===== src/rtl/split_sampler_pkg.sv =====
// Shared definitions for the split rejection sampler.
//   state_t     : sampler FSM states
//   LFSR_TAPS   : Galois feedback taps of each 32-bit generator word
//   SEED_STRIDE : per-word seed offset (golden-ratio constant)
//   lfsr_step() : one right-shift Galois step of a 32-bit word
package split_sampler_pkg;

   typedef enum logic [1:0] {
      IDLE,
      GEN,
      CHECK,
      HOLD
   } state_t;

   localparam logic [31:0] LFSR_TAPS   = 32'h80200003;
   localparam logic [31:0] SEED_STRIDE = 32'h9E3779B9;

   function automatic logic [31:0] lfsr_step(input logic [31:0] s);
      logic [31:0] n;
      n = s >> 1;
      if (s[0]) begin
         n = n ^ LFSR_TAPS;
      end
      return n;
   endfunction

endpackage


===== src/rtl/lfsr32_word.sv =====
// One 32-bit Galois LFSR word of the candidate generator.
//   clk   : rising-edge clock
//   load  : replace state with seed (zero seed mapped to 1); wins over step
//   step  : advance the word by one Galois step
//   seed  : seed value for this word
//   state : current 32-bit LFSR state
module lfsr32_word
   import split_sampler_pkg::*;
(
   input  logic        clk,
   input  logic        load,
   input  logic        step,
   input  logic [31:0] seed,
   output logic [31:0] state
);

   // An all-zero state would lock the LFSR, so it is never loaded.
   logic [31:0] seed_safe;
   assign seed_safe = (seed == 32'h0) ? 32'h1 : seed;

   always_ff @(posedge clk) begin
      if (load) begin
         state <= seed_safe;
      end else if (step) begin
         state <= lfsr_step(state);
      end
   end

endmodule


===== src/rtl/split_rejection_sampler.sv =====
// Rejection sampler feeding a combinational split constraint checker.
// Draws pseudo-random candidates, drives them on cand, samples the
// checker's sat result and retries until success or MAX_TRIES candidates.
//   clk, rst      : clock, synchronous active-high reset
//   seed_load/seed: reseed all generator words (IDLE only, beats start)
//   start         : request one satisfying sample (IDLE only)
//   cand          : registered candidate to the checker's variable bus
//   sat           : checker verdict for cand (used in CHECK only)
//   sample_valid/sample_ready/sample_data : accepted-sample handshake
//   busy          : high whenever not IDLE
//   fail          : one-cycle pulse when the try budget is exhausted
//   try_count     : candidates evaluated for the current/last request
module split_rejection_sampler
   import split_sampler_pkg::*;
#(
   parameter int          VEC_W        = 64,
   parameter int          MAX_TRIES    = 1024,
   parameter logic [31:0] DEFAULT_SEED = 32'h1,
   parameter int          TRY_W        = $clog2(MAX_TRIES + 1)
)(
   input  logic             clk,
   input  logic             rst,
   input  logic             seed_load,
   input  logic [31:0]      seed,
   input  logic             start,
   output logic [VEC_W-1:0] cand,
   input  logic             sat,
   output logic             sample_valid,
   input  logic             sample_ready,
   output logic [VEC_W-1:0] sample_data,
   output logic             busy,
   output logic             fail,
   output logic [TRY_W-1:0] try_count
);

   localparam int               NW        = (VEC_W + 31) / 32;
   localparam logic [TRY_W-1:0] TRY_LIMIT = TRY_W'(MAX_TRIES);

   state_t            state, state_nxt;
   logic              gen_step;
   logic              take_sample;
   logic              try_clear;
   logic              fail_nxt;
   logic              lfsr_reseed;
   logic              lfsr_load;
   logic [31:0]       base_seed;
   logic [NW*32-1:0]  words_next;

   always_ff @(posedge clk) begin
      if (rst) begin
         state <= IDLE;
      end else begin
         state <= state_nxt;
      end
   end

   always_comb begin
      state_nxt   = state;
      gen_step    = 1'b0;
      take_sample = 1'b0;
      try_clear   = 1'b0;
      fail_nxt    = 1'b0;
      lfsr_reseed = 1'b0;
      case (state)
         IDLE: begin
            if (seed_load) begin
               lfsr_reseed = 1'b1;
            end else if (start) begin
               try_clear = 1'b1;
               state_nxt = GEN;
            end
         end
         GEN: begin
            gen_step  = 1'b1;
            state_nxt = CHECK;
         end
         CHECK: begin
            if (sat) begin
               take_sample = 1'b1;
               state_nxt   = HOLD;
            end else if (try_count == TRY_LIMIT) begin
               fail_nxt  = 1'b1;
               state_nxt = IDLE;
            end else begin
               state_nxt = GEN;
            end
         end
         HOLD: begin
            if (sample_ready) begin
               state_nxt = IDLE;
            end
         end
         default: state_nxt = IDLE;
      endcase
   end

   assign busy         = (state != IDLE);
   assign sample_valid = (state == HOLD);

   // Reset reloads the generators from DEFAULT_SEED through the same load
   // path used by seed_load.
   assign lfsr_load = rst | lfsr_reseed;
   assign base_seed = rst ? DEFAULT_SEED : seed;

   for (genvar i = 0; i < NW; i++) begin : g_word
      localparam logic [31:0] WORD_OFS = SEED_STRIDE * 32'(i);
      logic [31:0] word_state;

      lfsr32_word u_word (
         .clk   (clk),
         .load  (lfsr_load),
         .step  (gen_step),
         .seed  (base_seed ^ WORD_OFS),
         .state (word_state)
      );

      // The candidate is the post-step value so cand and the generator
      // state advance on the same edge.
      assign words_next[i*32 +: 32] = lfsr_step(word_state);
   end

   always_ff @(posedge clk) begin
      if (rst) begin
         cand        <= '0;
         sample_data <= '0;
         try_count   <= '0;
         fail        <= 1'b0;
      end else begin
         fail <= fail_nxt;
         if (try_clear) begin
            try_count <= '0;
         end else if (gen_step) begin
            try_count <= try_count + TRY_W'(1);
         end
         if (gen_step) begin
            cand <= words_next[VEC_W-1:0];
         end
         if (take_sample) begin
            sample_data <= cand;
         end
      end
   end

endmodule


===== config.mk =====
export PLATFORM = sky130hd
export DESIGN_NAME = split_rejection_sampler
export DESIGN_NICKNAME = d
export VERILOG_FILES = /design/src/rtl/split_sampler_pkg.sv /design/src/rtl/lfsr32_word.sv /design/src/rtl/split_rejection_sampler.sv
export SDC_FILE = /design/constraint.sdc
export NUM_CORES = 1
export LEC_CHECK = 0
export ABC_AREA = 1
export ABC_CLOCK_PERIOD_IN_PS = 3350
export CELL_PAD_IN_SITES_DETAIL_PLACEMENT = 0
export CELL_PAD_IN_SITES_GLOBAL_PLACEMENT = 1
export CORE_MARGIN = 10
export CORE_UTILIZATION = 38
export DETAILED_ROUTE_END_ITERATION = 6
export PLACE_DENSITY = 0.92
export SKIP_CTS_REPAIR_TIMING = 1
export SLEW_MARGIN = 20
export SYNTH_ARGS = -nofsm -noshare
export SYNTH_HDL_FRONTEND = slang
export SYNTH_HIERARCHICAL = 1
export SYNTH_SLANG_ARGS = --single-unit
export TNS_END_PERCENT = 5

===== constraint.sdc =====
create_clock -name clk -period 3.35 [get_ports clk]
set_clock_uncertainty 0.1 [all_clocks]
set_input_delay 0.8375 -clock clk [delete_from_list [all_inputs] [get_ports clk]]
set_output_delay 0.8375 -clock clk [all_outputs]
set_load 0.01 [all_outputs]

==> out/qor.csv <==
stage,metric,value,unit
critical_path,worstSetupStartpoint,state[1],
yosys,syn_nets,1121,
yosys,synth_fa_ha_area_share,0.283,%
floorplan,die-area,29800,µm²
sta,rsz0062_at_grt,false,
pwr,clkPwrFrac,40.8,%
yosys,synthMuxAreaShare,0,%
floorplan,die_h,173,µm
yosys,syn_inst,1081,
sta,max_slew_margin,52.2,%
route,avgRoutedWirePerCell,15.5,µm
pwr,p_sw_share,25.1,%
route,drcViolationCount,0,
yosys,synth_xor_area_share,1.29,%
global_routing,grt_antenna_before_repair,1,
yosys,synth_warnings,6,
route,num_vias,7321,
cts,htreeDepth,1,
yosys,yosys-top-cells-count,"298 x nor2_1, 244 x nand2_1, 142 x dfxtp_1",
flow_run,drv_cap,0,
pwr,p_comb_share,12.9,%
sta,fin_crit,2.73,ns
critical_path,arrival,1.79,ns
floorplan,die_x,173,µm
floorplan,start_util,38.8,%
outcome,status,finished clean,
sta,tightest_slew,0.717,ns
critical_path,endpoint,busy,
global_routing,grt_pass1_wl,39300,µm
yosys,synth.top_cell.area_share,32.2,%
pwr,p_switching,1.62,mW
pwr,pwr_density_cell,559,nW/µm²
sta,finalCritPeriodShare,81.4,%
critical_path,path_max_fanout,4,
sta,drv_slew,0,
sta,finalSetupTns,0,ns
yosys,synth-edff-count,64,
yosys,yosys.area.top_type,dfxtp_1,
floorplan,coreArea,22800,µm²
global_routing,grt.total_usage,15.8,%
sta,setup-violations-final,0,
yosys,seq_area_frac_synth,53.9,%
cts,cts_tree,built,
pwr,power,6.44,mW
cts,clk_path_buf_depth,3,
pwr,pwr-share-seq,46.3,%
yosys,synth_area,8840,µm²
critical_path,ff2ff_setup_slack,1.31,ns
place,io_buffers,179,
critical_path,reg2reg_from,state[0],
sta,fmax,0.367,GHz
sta,final-hold-violation-count,0,
route,dr.pass1.iters,6,
pwr,vdd_ir_drop_max,0.299,mV
final_layout,drive_gt1_share,10.3,%
floorplan,top_level_ports,180,
yosys,yosys-top-cells-area,"dfxtp_1 32%, edfxtp_1 22%, nor2_1 13%",
yosys,yosysUniqueCellTypes,33,
pwr,p_int,4.83,mW
global_routing,grt-ovfl-total,0,
final_layout,fin_nets,1279,
critical_path,startpoint_type,register,
place,gp_congestion,0.858,
pwr,p_leak,4.92,nW
critical_path,reg2regPathDepth,4,
cts,cts_made_buffers,24,
global_routing,grt_pass1_vias,7158,
critical_path,path_class,register to output port,
yosys,synth_compound_area_share,11.1,%
yosys,synth_simple_gate_area_share,25.8,%
floorplan,rows,55,
yosys,ys_seq_elements,206,
yosys,syn_area_per_cell,8.18,µm²
final_layout,fillCellCount,2200,
route,routed_wl,24300,µm
final_layout,area_delta_synth_final,30.4,%
cts,root_buffer,clkbuf_16,
critical_path,crit_required,2.41,ns
route,viasPerCell,4.67,
final_layout,diodes,0,
route,first_iter_violations,463,
cts,clkTransAtPathRegs,0.06,ns
route,ant_nets,0,
yosys,synth-main-ff-cell,dfxtp_1,
yosys,yosysMostFrequentCell,nor2_1,
final_layout,utilization,50.6,%
place,hpwl,17700,µm
critical_path,crit-reg2reg-capture,g_word[1].u_word/state[17],
global_routing,grt_max_degree,65,
sta,whs,0.396,ns
worst_hold_path,hp-class,register to register,
yosys,ys_async_sr_fraction,0,%
critical_path,end_kind,output port,
cts,cts.sinks,206,
cts,clk_latency,0.51,ns
yosys,synth_top_family_by_area,simple AND/OR/NAND/NOR gates,
==> critical path, cell delays in order (launching register included) <==
cell and delay (ns):
dfxtp_1 0.45, nor2_1 0.12, inv_1 0.14, clkdlybuf4s50_1 0.57
==> stage by stage <==
step                      cell area (µm²)  instances  setup slack (ns)
after detailed placement            10700       1526             0.587
final                               11500       1569             0.624
after floorplan                      8840       1081             0.693
after global routing                11500       1569             0.520
after CTS                           11500       1569             0.598
after global placement              10700       1526             0.572
==> registers in the layout (all words and copies together) (netlist names) <==
signal and flops:
cand 64, fail 1, g_word.u_word/state 64, sample_data 64, state 2, try_count 11
==> cell type report <==
cell class / instances / area, µm² / share of cell area [%]
sequential: 206 / 4760 / 41.3
inverter: 65 / 249 / 2.16
timing repair buffer: 191 / 1910 / 16.5
clock buffer: 38 / 724 / 6.28
multi-input combinational: 751 / 3410 / 29.6
clock inverter: 5 / 82.6 / 0.716
tap: 313 / 392 / 3.40
==> power groups by stage <==
stage | logic [mW] | registers, mW | clock network, mW
finish | 0.829 | 2.98 | 2.63
detailed placement | 0.837 | 3.04 | 0
global route | 0.929 | 3.01 | 2.80
global placement | 0.825 | 3.03 | 0
floorplan | 0.454 | 3.03 | 0
CTS | 0.841 | 2.99 | 2.70
==> layout by cell type, fill, tap and decap left out, types with 10 or more instances in the layout <==
cell,count
nand2_1,244
buf_4,10
clkbuf_16,25
a21oi_1,16
nor2_1,298
nor2_2,18
dfxtp_1,142
o21ai_2,50
edfxtp_1,64
xnor2_1,10
clkdlybuf4s50_1,179
o21ai_0,82
inv_1,58
==> layer usage <==
| layer | GRT usage (%) | vias to the layer above | wire length (µm) |
|---|---|---|---|
| met3 | 4.23 | 34 | 1640 |
| met5 | 0 | - | 9 |
| met4 | 3.77 | 2 | 461 |
| met1 | 20.9 | 3370 | 11100 |
| li1 | - | 3719 | - |
| met2 | 25.3 | 196 | 11200 |
==> cell families (layout without fill, tap and decap cells) <==
group | Yosys count | count (layout)
AO/OA/AOI/OAI | 156 | 156
XOR/XNOR | 13 | 13
adder cells (fa/ha/maj) | 2 | 2
buffers and inverters | 124 | 299
flip-flops | 206 | 206
AND/OR/NAND/NOR | 580 | 580
==> how the worst min path moves through the flow <==
stage | start | endpoint | slack (ns) | cells past startpoint
final | sample_data[2] | sample_data[2] | 0.40 | 2
after detailed placement | sample_data[2] | sample_data[2] | 0.38 | 2
after CTS | sample_data[2] | sample_data[2] | 0.40 | 2
after floorplan | g_word[0].u_word/state[26] | cand[25] | 0.39 | 2
after global routing | sample_data[24] | sample_data[24] | 0.42 | 2
after global placement | sample_data[0] | sample_data[0] | 0.38 | 2
Power figures use the tool's default switching activity.
